--- src/rtl/n101_icb2axi_bridge_if.sv ---
// ----------------------------------------------------------------------------
// n101_icb2axi_bridge_if
//   Bundles the ICB command/response channels and the five AXI channels that
//   surround the ICB-to-AXI bridge.
//   Modports:
//     master - the bridge itself: ICB target and single-beat AXI master
//              (drives icb_cmd_ready, icb_rsp_*, axi_ar*/aw*/w*, axi_rready,
//              axi_bready).
//     slave  - the surroundings: the ICB requester plus the AXI slave
//              (drives icb_cmd_*, icb_rsp_ready, axi_*ready, axi_r*, axi_b*).
//   Parameters: AW address width, DW data width (strobe width DW/8).
// ----------------------------------------------------------------------------
interface n101_icb2axi_bridge_if #(
  parameter int AW = 32,
  parameter int DW = 32
);
  // ICB command
  logic            icb_cmd_valid;
  logic            icb_cmd_ready;
  logic [AW-1:0]   icb_cmd_addr;
  logic            icb_cmd_read;
  logic [DW-1:0]   icb_cmd_wdata;
  logic [DW/8-1:0] icb_cmd_wmask;
  logic [1:0]      icb_cmd_size;
  // ICB response
  logic            icb_rsp_valid;
  logic            icb_rsp_ready;
  logic [DW-1:0]   icb_rsp_rdata;
  logic            icb_rsp_err;
  // AXI read address
  logic            axi_arvalid;
  logic            axi_arready;
  logic [AW-1:0]   axi_araddr;
  logic [3:0]      axi_arcache;
  logic [2:0]      axi_arprot;
  logic [1:0]      axi_arlock;
  logic [1:0]      axi_arburst;
  logic [3:0]      axi_arlen;
  logic [2:0]      axi_arsize;
  // AXI write address
  logic            axi_awvalid;
  logic            axi_awready;
  logic [AW-1:0]   axi_awaddr;
  logic [3:0]      axi_awcache;
  logic [2:0]      axi_awprot;
  logic [1:0]      axi_awlock;
  logic [1:0]      axi_awburst;
  logic [3:0]      axi_awlen;
  logic [2:0]      axi_awsize;
  // AXI write data
  logic            axi_wvalid;
  logic            axi_wready;
  logic [DW-1:0]   axi_wdata;
  logic [DW/8-1:0] axi_wstrb;
  logic            axi_wlast;
  // AXI read data
  logic            axi_rvalid;
  logic            axi_rready;
  logic [DW-1:0]   axi_rdata;
  logic [1:0]      axi_rresp;
  logic            axi_rlast;
  // AXI write response
  logic            axi_bvalid;
  logic            axi_bready;
  logic [1:0]      axi_bresp;

  modport master (
    input  icb_cmd_valid, icb_cmd_addr, icb_cmd_read, icb_cmd_wdata,
           icb_cmd_wmask, icb_cmd_size, icb_rsp_ready,
    output icb_cmd_ready, icb_rsp_valid, icb_rsp_rdata, icb_rsp_err,
    output axi_arvalid, axi_araddr, axi_arcache, axi_arprot, axi_arlock,
           axi_arburst, axi_arlen, axi_arsize,
    input  axi_arready,
    output axi_awvalid, axi_awaddr, axi_awcache, axi_awprot, axi_awlock,
           axi_awburst, axi_awlen, axi_awsize,
    input  axi_awready,
    output axi_wvalid, axi_wdata, axi_wstrb, axi_wlast,
    input  axi_wready,
    input  axi_rvalid, axi_rdata, axi_rresp, axi_rlast,
    output axi_rready,
    input  axi_bvalid, axi_bresp,
    output axi_bready
  );

  modport slave (
    output icb_cmd_valid, icb_cmd_addr, icb_cmd_read, icb_cmd_wdata,
           icb_cmd_wmask, icb_cmd_size, icb_rsp_ready,
    input  icb_cmd_ready, icb_rsp_valid, icb_rsp_rdata, icb_rsp_err,
    input  axi_arvalid, axi_araddr, axi_arcache, axi_arprot, axi_arlock,
           axi_arburst, axi_arlen, axi_arsize,
    output axi_arready,
    input  axi_awvalid, axi_awaddr, axi_awcache, axi_awprot, axi_awlock,
           axi_awburst, axi_awlen, axi_awsize,
    output axi_awready,
    input  axi_wvalid, axi_wdata, axi_wstrb, axi_wlast,
    output axi_wready,
    output axi_rvalid, axi_rdata, axi_rresp, axi_rlast,
    input  axi_rready,
    output axi_bvalid, axi_bresp,
    input  axi_bready
  );
endinterface

--- src/rtl/n101_icb2axi_bridge.sv ---
// ----------------------------------------------------------------------------
// n101_icb2axi_bridge
//   Single-outstanding ICB-to-AXI master bridge. Accepts one ICB command,
//   issues one single-beat AXI read (AR/R) or write (AW/W/B), and returns one
//   ICB response before accepting the next command.
//   Ports:
//     clk  - rising-edge clock
//     rst  - synchronous, active-high reset
//     bus  - n101_icb2axi_bridge_if.master (ICB cmd/rsp + AXI AR/AW/W/R/B)
//   Optional feature:
//     N101_ICB2AXI_ALIGN_CHK_EN - when defined, misaligned commands are
//     answered directly with err=1 and never reach AXI.
//   Slaves that tie ARREADY to RREADY (or WREADY to BREADY) are tolerated:
//   R/B may complete in the same cycle as AR/W.
// ----------------------------------------------------------------------------
module n101_icb2axi_bridge #(
  parameter int AW = 32,
  parameter int DW = 32
) (
  input  logic                  clk,
  input  logic                  rst,
  n101_icb2axi_bridge_if.master bus
);

  typedef enum logic [1:0] {
    IDLE = 2'd0,
    RD   = 2'd1,
    WR   = 2'd2,
    RSP  = 2'd3
  } state_t;

  state_t state, next_state;

  // Per-channel completion flags for the transaction in flight.
  logic ar_done, r_done, aw_done, w_done, b_done;

  // Command captured at the ICB handshake.
  logic [AW-1:0]   addr_q;
  logic [DW-1:0]   wdata_q;
  logic [DW/8-1:0] wmask_q;
  logic [1:0]      size_q;

  // Response held until the ICB response handshake.
  logic [DW-1:0]   rsp_rdata_q;
  logic            rsp_err_q;

  logic arvalid, awvalid, wvalid, rready, bready;
  logic cmd_hs, ar_hs, r_hs, aw_hs, w_hs, b_hs;
  logic misaligned;

  // Only the error bit of each response and no burst marker are meaningful
  // for a single-beat master.
  logic unused_bits;
  assign unused_bits = ^{bus.axi_rresp[0], bus.axi_bresp[0], bus.axi_rlast};

  // All handshake outputs derive from registered state only, so there is no
  // combinational path from any ready input to any valid output.
  assign arvalid = (state == RD) && !ar_done;
  assign rready  = (state == RD) && !r_done;
  assign awvalid = (state == WR) && !aw_done;
  assign wvalid  = (state == WR) && !w_done;
  assign bready  = (state == WR) && !b_done;

  assign cmd_hs = bus.icb_cmd_valid && (state == IDLE);
  assign ar_hs  = arvalid && bus.axi_arready;
  assign r_hs   = rready  && bus.axi_rvalid;
  assign aw_hs  = awvalid && bus.axi_awready;
  assign w_hs   = wvalid  && bus.axi_wready;
  assign b_hs   = bready  && bus.axi_bvalid;

`ifdef N101_ICB2AXI_ALIGN_CHK_EN
  always_comb begin
    misaligned = 1'b0;
    case (bus.icb_cmd_size)
      2'd1:    misaligned = bus.icb_cmd_addr[0];
      2'd2:    misaligned = |bus.icb_cmd_addr[1:0];
      2'd3:    misaligned = 1'b1;
      default: misaligned = 1'b0;
    endcase
  end
`else
  assign misaligned = 1'b0;
`endif

  // ICB side
  assign bus.icb_cmd_ready = (state == IDLE);
  assign bus.icb_rsp_valid = (state == RSP);
  assign bus.icb_rsp_rdata = rsp_rdata_q;
  assign bus.icb_rsp_err   = rsp_err_q;

  // AXI read address
  assign bus.axi_arvalid = arvalid;
  assign bus.axi_araddr  = addr_q;
  assign bus.axi_arcache = 4'b0000;
  assign bus.axi_arprot  = 3'b000;
  assign bus.axi_arlock  = 2'b00;
  assign bus.axi_arburst = 2'b01;
  assign bus.axi_arlen   = 4'd0;
  assign bus.axi_arsize  = {1'b0, size_q};

  // AXI write address
  assign bus.axi_awvalid = awvalid;
  assign bus.axi_awaddr  = addr_q;
  assign bus.axi_awcache = 4'b0000;
  assign bus.axi_awprot  = 3'b000;
  assign bus.axi_awlock  = 2'b00;
  assign bus.axi_awburst = 2'b01;
  assign bus.axi_awlen   = 4'd0;
  assign bus.axi_awsize  = {1'b0, size_q};

  // AXI write data, read data, write response
  assign bus.axi_wvalid = wvalid;
  assign bus.axi_wdata  = wdata_q;
  assign bus.axi_wstrb  = wmask_q;
  assign bus.axi_wlast  = 1'b1;
  assign bus.axi_rready = rready;
  assign bus.axi_bready = bready;

  // NOTE: state registers use non-blocking assignments so every flop samples
  // pre-edge values regardless of process evaluation order.
  always_ff @(posedge clk) begin
    if (rst) state <= IDLE;
    else     state <= next_state;
  end

  // NOTE: every output of a combinational process gets a default first, so no
  // path through the case statement can leave it unassigned and infer a latch.
  always_comb begin
    next_state = state;
    case (state)
      IDLE: if (cmd_hs) begin
        if (misaligned)             next_state = RSP;
        else if (bus.icb_cmd_read)  next_state = RD;
        else                        next_state = WR;
      end
      // Channel completions in the current cycle count alongside earlier
      // ones, so AR and R (or W and B) finishing together still advance.
      RD:  if ((ar_done || ar_hs) && (r_done || r_hs)) next_state = RSP;
      WR:  if ((aw_done || aw_hs) && (w_done || w_hs) && (b_done || b_hs))
             next_state = RSP;
      RSP: if (bus.icb_rsp_ready) next_state = IDLE;
      default: next_state = IDLE;
    endcase
  end

  // NOTE: this datapath is a handful of flops, not a memory, so it is reset
  // outright; that keeps the response registers at zero out of reset.
  always_ff @(posedge clk) begin
    if (rst) begin
      ar_done     <= 1'b0;
      r_done      <= 1'b0;
      aw_done     <= 1'b0;
      w_done      <= 1'b0;
      b_done      <= 1'b0;
      addr_q      <= '0;
      wdata_q     <= '0;
      wmask_q     <= '0;
      size_q      <= '0;
      rsp_rdata_q <= '0;
      rsp_err_q   <= 1'b0;
    end else begin
      if (cmd_hs) begin
        addr_q      <= bus.icb_cmd_addr;
        wdata_q     <= bus.icb_cmd_wdata;
        wmask_q     <= bus.icb_cmd_wmask;
        size_q      <= bus.icb_cmd_size;
        ar_done     <= 1'b0;
        r_done      <= 1'b0;
        aw_done     <= 1'b0;
        w_done      <= 1'b0;
        b_done      <= 1'b0;
        // Writes report zero data; a rejected misaligned command reports err.
        rsp_rdata_q <= '0;
        rsp_err_q   <= misaligned;
      end
      if (ar_hs) ar_done <= 1'b1;
      if (r_hs) begin
        r_done      <= 1'b1;
        rsp_rdata_q <= bus.axi_rdata;
        rsp_err_q   <= bus.axi_rresp[1];
      end
      if (aw_hs) aw_done <= 1'b1;
      if (w_hs)  w_done  <= 1'b1;
      if (b_hs) begin
        b_done    <= 1'b1;
        rsp_err_q <= bus.axi_bresp[1];
      end
    end
  end

endmodule

--- src/flat_wrapper.sv ---
// flat-port wrapper written by rule: the top's interface ports become plain ports
module n101_icb2axi_bridge_flat 
#(
  parameter int AW = 32,
  parameter int DW = 32
)
  (clk, rst, bus_icb_cmd_valid, bus_icb_cmd_addr, bus_icb_cmd_read, bus_icb_cmd_wdata, bus_icb_cmd_wmask, bus_icb_cmd_size, bus_icb_rsp_ready, bus_icb_cmd_ready, bus_icb_rsp_valid, bus_icb_rsp_rdata, bus_icb_rsp_err, bus_axi_arvalid, bus_axi_araddr, bus_axi_arcache, bus_axi_arprot, bus_axi_arlock, bus_axi_arburst, bus_axi_arlen, bus_axi_arsize, bus_axi_arready, bus_axi_awvalid, bus_axi_awaddr, bus_axi_awcache, bus_axi_awprot, bus_axi_awlock, bus_axi_awburst, bus_axi_awlen, bus_axi_awsize, bus_axi_awready, bus_axi_wvalid, bus_axi_wdata, bus_axi_wstrb, bus_axi_wlast, bus_axi_wready, bus_axi_rvalid, bus_axi_rdata, bus_axi_rresp, bus_axi_rlast, bus_axi_rready, bus_axi_bvalid, bus_axi_bresp, bus_axi_bready);
  n101_icb2axi_bridge_if #(.AW(AW), .DW(DW)) bus_i ();
  input  logic clk;
  input  logic rst;
  input wire logic [$bits(bus_i.icb_cmd_valid)-1:0] bus_icb_cmd_valid;
  input wire logic [$bits(bus_i.icb_cmd_addr)-1:0] bus_icb_cmd_addr;
  input wire logic [$bits(bus_i.icb_cmd_read)-1:0] bus_icb_cmd_read;
  input wire logic [$bits(bus_i.icb_cmd_wdata)-1:0] bus_icb_cmd_wdata;
  input wire logic [$bits(bus_i.icb_cmd_wmask)-1:0] bus_icb_cmd_wmask;
  input wire logic [$bits(bus_i.icb_cmd_size)-1:0] bus_icb_cmd_size;
  input wire logic [$bits(bus_i.icb_rsp_ready)-1:0] bus_icb_rsp_ready;
  output wire logic [$bits(bus_i.icb_cmd_ready)-1:0] bus_icb_cmd_ready;
  output wire logic [$bits(bus_i.icb_rsp_valid)-1:0] bus_icb_rsp_valid;
  output wire logic [$bits(bus_i.icb_rsp_rdata)-1:0] bus_icb_rsp_rdata;
  output wire logic [$bits(bus_i.icb_rsp_err)-1:0] bus_icb_rsp_err;
  output wire logic [$bits(bus_i.axi_arvalid)-1:0] bus_axi_arvalid;
  output wire logic [$bits(bus_i.axi_araddr)-1:0] bus_axi_araddr;
  output wire logic [$bits(bus_i.axi_arcache)-1:0] bus_axi_arcache;
  output wire logic [$bits(bus_i.axi_arprot)-1:0] bus_axi_arprot;
  output wire logic [$bits(bus_i.axi_arlock)-1:0] bus_axi_arlock;
  output wire logic [$bits(bus_i.axi_arburst)-1:0] bus_axi_arburst;
  output wire logic [$bits(bus_i.axi_arlen)-1:0] bus_axi_arlen;
  output wire logic [$bits(bus_i.axi_arsize)-1:0] bus_axi_arsize;
  input wire logic [$bits(bus_i.axi_arready)-1:0] bus_axi_arready;
  output wire logic [$bits(bus_i.axi_awvalid)-1:0] bus_axi_awvalid;
  output wire logic [$bits(bus_i.axi_awaddr)-1:0] bus_axi_awaddr;
  output wire logic [$bits(bus_i.axi_awcache)-1:0] bus_axi_awcache;
  output wire logic [$bits(bus_i.axi_awprot)-1:0] bus_axi_awprot;
  output wire logic [$bits(bus_i.axi_awlock)-1:0] bus_axi_awlock;
  output wire logic [$bits(bus_i.axi_awburst)-1:0] bus_axi_awburst;
  output wire logic [$bits(bus_i.axi_awlen)-1:0] bus_axi_awlen;
  output wire logic [$bits(bus_i.axi_awsize)-1:0] bus_axi_awsize;
  input wire logic [$bits(bus_i.axi_awready)-1:0] bus_axi_awready;
  output wire logic [$bits(bus_i.axi_wvalid)-1:0] bus_axi_wvalid;
  output wire logic [$bits(bus_i.axi_wdata)-1:0] bus_axi_wdata;
  output wire logic [$bits(bus_i.axi_wstrb)-1:0] bus_axi_wstrb;
  output wire logic [$bits(bus_i.axi_wlast)-1:0] bus_axi_wlast;
  input wire logic [$bits(bus_i.axi_wready)-1:0] bus_axi_wready;
  input wire logic [$bits(bus_i.axi_rvalid)-1:0] bus_axi_rvalid;
  input wire logic [$bits(bus_i.axi_rdata)-1:0] bus_axi_rdata;
  input wire logic [$bits(bus_i.axi_rresp)-1:0] bus_axi_rresp;
  input wire logic [$bits(bus_i.axi_rlast)-1:0] bus_axi_rlast;
  output wire logic [$bits(bus_i.axi_rready)-1:0] bus_axi_rready;
  input wire logic [$bits(bus_i.axi_bvalid)-1:0] bus_axi_bvalid;
  input wire logic [$bits(bus_i.axi_bresp)-1:0] bus_axi_bresp;
  output wire logic [$bits(bus_i.axi_bready)-1:0] bus_axi_bready;
  assign bus_i.icb_cmd_valid = bus_icb_cmd_valid;
  assign bus_i.icb_cmd_addr = bus_icb_cmd_addr;
  assign bus_i.icb_cmd_read = bus_icb_cmd_read;
  assign bus_i.icb_cmd_wdata = bus_icb_cmd_wdata;
  assign bus_i.icb_cmd_wmask = bus_icb_cmd_wmask;
  assign bus_i.icb_cmd_size = bus_icb_cmd_size;
  assign bus_i.icb_rsp_ready = bus_icb_rsp_ready;
  assign bus_icb_cmd_ready = bus_i.icb_cmd_ready;
  assign bus_icb_rsp_valid = bus_i.icb_rsp_valid;
  assign bus_icb_rsp_rdata = bus_i.icb_rsp_rdata;
  assign bus_icb_rsp_err = bus_i.icb_rsp_err;
  assign bus_axi_arvalid = bus_i.axi_arvalid;
  assign bus_axi_araddr = bus_i.axi_araddr;
  assign bus_axi_arcache = bus_i.axi_arcache;
  assign bus_axi_arprot = bus_i.axi_arprot;
  assign bus_axi_arlock = bus_i.axi_arlock;
  assign bus_axi_arburst = bus_i.axi_arburst;
  assign bus_axi_arlen = bus_i.axi_arlen;
  assign bus_axi_arsize = bus_i.axi_arsize;
  assign bus_i.axi_arready = bus_axi_arready;
  assign bus_axi_awvalid = bus_i.axi_awvalid;
  assign bus_axi_awaddr = bus_i.axi_awaddr;
  assign bus_axi_awcache = bus_i.axi_awcache;
  assign bus_axi_awprot = bus_i.axi_awprot;
  assign bus_axi_awlock = bus_i.axi_awlock;
  assign bus_axi_awburst = bus_i.axi_awburst;
  assign bus_axi_awlen = bus_i.axi_awlen;
  assign bus_axi_awsize = bus_i.axi_awsize;
  assign bus_i.axi_awready = bus_axi_awready;
  assign bus_axi_wvalid = bus_i.axi_wvalid;
  assign bus_axi_wdata = bus_i.axi_wdata;
  assign bus_axi_wstrb = bus_i.axi_wstrb;
  assign bus_axi_wlast = bus_i.axi_wlast;
  assign bus_i.axi_wready = bus_axi_wready;
  assign bus_i.axi_rvalid = bus_axi_rvalid;
  assign bus_i.axi_rdata = bus_axi_rdata;
  assign bus_i.axi_rresp = bus_axi_rresp;
  assign bus_i.axi_rlast = bus_axi_rlast;
  assign bus_axi_rready = bus_i.axi_rready;
  assign bus_i.axi_bvalid = bus_axi_bvalid;
  assign bus_i.axi_bresp = bus_axi_bresp;
  assign bus_axi_bready = bus_i.axi_bready;
  n101_icb2axi_bridge #(.AW(AW), .DW(DW)) u_core (.clk(clk), .rst(rst), .bus(bus_i));
endmodule
--- config.mk ---
export PLATFORM = sky130hd
export DESIGN_NAME = n101_icb2axi_bridge_flat
export DESIGN_NICKNAME = d
export VERILOG_FILES = /design/src/rtl/n101_icb2axi_bridge_if.sv /design/src/rtl/n101_icb2axi_bridge.sv /design/src/flat_wrapper.sv
export SDC_FILE = /design/constraint.sdc
export NUM_CORES = 1
export LEC_CHECK = 0
export ABC_AREA = 1
export CAP_MARGIN = 10
export CORE_AREA = 2 2 113 115
export CTS_BUF_LIST = sky130_fd_sc_hd__clkbuf_4 sky130_fd_sc_hd__clkbuf_8
export DETAILED_ROUTE_END_ITERATION = 10
export DIE_AREA = 0 0 115 117
export HOLD_SLACK_MARGIN = 0.1
export PLACE_DENSITY = 0.82
export SYNTH_ARGS = -nofsm -noshare
export SYNTH_HDL_FRONTEND = slang
export SYNTH_SLANG_ARGS = --single-unit
--- constraint.sdc ---
create_clock -name clk -period 2.24 [get_ports clk]
set_input_delay 0.448 -clock clk [delete_from_list [all_inputs] [get_ports clk]]
set_output_delay 0.448 -clock clk [all_outputs]
set_load 0.01 [all_outputs]
==> parameters.txt <==
Parameter                              Value

Critical path
  Crit-path cells    inv_1, ha_2, nand2_1, inv_1, clkdlybuf4s50_1
  Critical path start-end classification    flip-flop to output pin
  Slack of the worst reg-to-reg path    0.69 ns
  Origin of the worst setup path    u_core.state[1]
  Endpoint of the most critical register-to-register path    u_core.bus.icb_rsp_rdata[11]
  Element type at the critical path start    flip-flop
  Critical path's slowest cell    sky130_fd_sc_hd__clkdlybuf4s50_1
  Worst-path maximum fanout    5
  Required time at the endpoint of the critical path    1.79 ns
  Worst Reg-to-Reg Cells    6
  CP endpoint kind    output pin
  Arrival time of the worst setup path    1.69 ns
  Termination of the worst setup path    bus_axi_rready
  Most prevalent standard cell on the critical path    sky130_fd_sc_hd__inv_1
  Reg2reg start    u_core.state[1]
  Largest stage delay on the critical path    0.54 ns

GRT
  GR Overflow Total    0
  Vias in the first global route    3680
  Largest net degree at the start of global routing    46
  Overall Global Routing Usage    16.99%
  Antenna violations before repair    0
  Global-route wire length before repair    17930 um

Yosys
  Synth top area share    48.75%
  Synth cell count leaders    sky130_fd_sc_hd__nor2_1, sky130_fd_sc_hd__dfxtp_1, sky130_fd_sc_hd__nand2_1
  Average cell area after synthesis    7.643 um2
  Ys async rst share    0%
  Most numerous cell in the Yosys netlist    sky130_fd_sc_hd__nor2_1
  Yosys warnings    0
  Seq cells post-synth    110
  Dominant cell type by area after synthesis    sky130_fd_sc_hd__dfxtp_1
  Instance count of the mapped netlist    591
  Number of synthesized flops with an enable pin    0
  Total standard cell area after synthesis    0.004517 mm2
  Unique cell type count in the Yosys netlist    20
  Leading cell types by total area after synthesis    sky130_fd_sc_hd__dfxtp_1, sky130_fd_sc_hd__nor2_1, sky130_fd_sc_hd__buf_4
  Proportion of synthesized chip area in sequential cells    48.75%
  Commonest register cell after synthesis    sky130_fd_sc_hd__dfxtp_1

Finish
  Area growth from synthesis to layout    56.04%
  Filler Cells Inserted    1146
  Number of diodes    0
  Fraction of final layout cells with drive strength greater than 1    3.980%
  Final layout net count    921

Clocking
  Number of setup buffers added after CTS    0
  CTS Hold Buffers Added    0
  Clock latency on the worst-skew pair    0.37 ns
  CTS Buf Count    9
  Total clock sinks    110
  Clock tree from TritonCTS    built
  Clock Root Buffer    sky130_fd_sc_hd__clkbuf_8
  Maximum count of clock buffers along a single path    2
  Clock transition at the register clock pins on the worst setup and hold paths after CTS    0.10 ns
  H-Tree Level Count    3

STA
  Final critical-path required period    2.143 ns
  Number of max-slew violations in the final report    0
  Ratio of final minimum period to clock period    95.66%
  Setup skew after layout    0.008677 ns
  Final-report setup violation count    0
  Setup TNS after final layout    0 ns
  Highest clock rate    466.7 MHz
  Tightest hold margin    0.4647 ns
  Setup repair after global routing missed its margin    no
  Final hold violation count    0

Detailed routing
  Final routed DRC violation total    0
  Total wire length    12320 um
  Via Count    4245
  WL/cell    12.91 um
  Number of iterations in the first detailed-routing pass    4
  Antenna viol nets, final    0
  Violation count after the first detailed-route iteration    212
  Ratio of routed vias to standard cells    4.450

Hold path
  Launch instance of the worst min-delay path    u_core.bus.icb_rsp_rdata[18]
  Class of the tightest hold or removal check    flip-flop to flip-flop

Outcome
  Outcome    finished, final reports clean

Floorplan
  Std-Cell Rows    41
  I/O pin count    294
  Y dimension of the die    117 um
  Die extent in x    115 um
  Starting density of the core    36.69%
  Core ar.    0.01231 mm2
  Die area    0.01346 mm2

Power and ir drop
  Maximum resistive drop on vdd    0.0004644 V
  Leakage    0.002762 uW
  Overall power consumption    7012 uW
  Pwr dens    994.8 mW/mm2

Placed design
  Half-perimeter wire length after detailed placement    9244 um
  Placer's final routability congestion estimate    0.7792
  PortBufs    257

Flow run
  Count of maximum capacitance violations    0
-- registers in the layout, summed over array words and instances (netlist names) --
| register | cells |
|---|---|
| u_core.bus.axi_araddr | 32 |
| u_core.bus.icb_rsp_rdata | 32 |
| u_core.r_done | 1 |
| u_core.bus.axi_wdata | 32 |
| u_core.size_q | 2 |
| u_core.b_done | 1 |
| u_core.state | 2 |
| u_core.bus.icb_rsp_err | 1 |
| u_core.w_done | 1 |
| u_core.bus.axi_wstrb | 4 |
| u_core.aw_done | 1 |
| u_core.ar_done | 1 |
-- worst min-delay path by stage --
stage | end | slack (ns) | depth (start not counted)
6_report | u_core.bus.icb_rsp_rdata[18] | 0.46 | 2
3_3_place_gp | u_core.bus.icb_rsp_rdata[27] | 0.45 | 2
4_1_cts | u_core.bus.icb_rsp_rdata[8] | 0.47 | 2
5_1_grt | u_core.bus.icb_rsp_rdata[8] | 0.48 | 2
2_1_floorplan | u_core.r_done | 0.46 | 2
3_5_place_dp | u_core.bus.icb_rsp_rdata[8] | 0.45 | 2
-- layout make-up --
| cell class | count | area [um2] | share of cell area (%) |
|---|---|---|---|
| clock buffer | 9 | 123.9 | 1.758 |
| clock inverter | 6 | 86.33 | 1.225 |
| inverter | 22 | 83.83 | 1.189 |
| tap | 150 | 187.7 | 2.663 |
| timing repair buffer | 266 | 2698 | 38.27 |
| sequential | 110 | 2202 | 31.24 |
| multi-input combinational | 391 | 1667 | 23.65 |
-- logic make-up after synthesis --
logic type | after synthesis | synth area share (%)
adder cells (fa/ha/maj) | 4 | 1.108
buffers and inverters | 121 | 16.98
AND/OR/NAND/NOR | 240 | 20.28
other | 2 | 0.1663
AO/OA/AOI/OAI | 114 | 12.71
flip-flops | 110 | 48.75
-- critical path, delay by kind of cell, from the launching register on --
family                   cells  cell delay (ns)
buffers and inverters        3             0.68
flip-flops                   1             0.35
adder cells (fa/ha/maj)      1             0.23
AND/OR/NAND/NOR              1             0.06
-- report_power, final --
part / leakage (uW) / total [uW] / internal (uW) / switching, uW
Clock: 0.000105 / 1290 / 624 / 668
Sequential: 0.000904 / 2600 / 2360 / 241
Combinational: 0.00175 / 3110 / 1580 / 1540
-- cells in the final DEF (no fill, tap or decap) --
cell type                         synthesis  layout
sky130_fd_sc_hd__clkdlybuf4s50_1          0     253
sky130_fd_sc_hd__nor2_1                 147     147
sky130_fd_sc_hd__dfxtp_1                110     110
sky130_fd_sc_hd__nand2_1                 86      86
sky130_fd_sc_hd__o21ai_0                 73      73
sky130_fd_sc_hd__a21oi_1                 39      39
sky130_fd_sc_hd__conb_1                   2      33
sky130_fd_sc_hd__inv_1                   17      17
sky130_fd_sc_hd__clkbuf_8                 0       9
sky130_fd_sc_hd__nand3_1                  5       5
sky130_fd_sc_hd__buf_12                   0       5
sky130_fd_sc_hd__inv_2                    3       4
sky130_fd_sc_hd__dlygate4sd2_1            0       4
sky130_fd_sc_hd__buf_4                   71       4
sky130_fd_sc_hd__clkinv_2                 1       3
sky130_fd_sc_hd__ha_1                     4       3
sky130_fd_sc_hd__bufinv_16                0       2
sky130_fd_sc_hd__nand2_2                  1       1
sky130_fd_sc_hd__a21boi_0                 1       1
sky130_fd_sc_hd__nand3_2                  1       1
sky130_fd_sc_hd__a31oi_1                  1       1
sky130_fd_sc_hd__ha_2                     0       1
sky130_fd_sc_hd__inv_6                    0       1
sky130_fd_sc_hd__clkinvlp_4               0       1
-- stage by stage --
| stage | util [%] | setup WS (ns) | cells | cell area (um2) |
|---|---|---|---|---|
| floorplan | - | 0.8928 | 622 | 4633 |
| global placement | 55.56 | 0.4088 | 939 | 6840 |
| detailed placement | 55.56 | 0.3809 | 939 | 6840 |
| CTS | 57.25 | 0.05878 | 954 | 7048 |
| global route | 57.25 | 0.01978 | 954 | 7048 |
| finish | 57.25 | 0.09718 | 954 | 7048 |
-- routing by layer --
metal / GRT usage (%) / wire length [um] / vias up / part of all wire, %
li1: - / - / 2167 / -
met1: 19.22 / 4992 / 1900 / 41
met2: 30.39 / 6245 / 164 / 51
met3: 5.613 / 907 / 14 / 7.4
met4: 5.382 / 174 / 0 / 1.4
met5: 0 / 0 / - / 0
-- repair_timing --
action / in CTS / in global routing
gates resized for setup: 5 / 0
setup endpoints to repair: 4 / 0
hold endpoints to repair: 0 / 0
(Power assumes the default switching activity.)
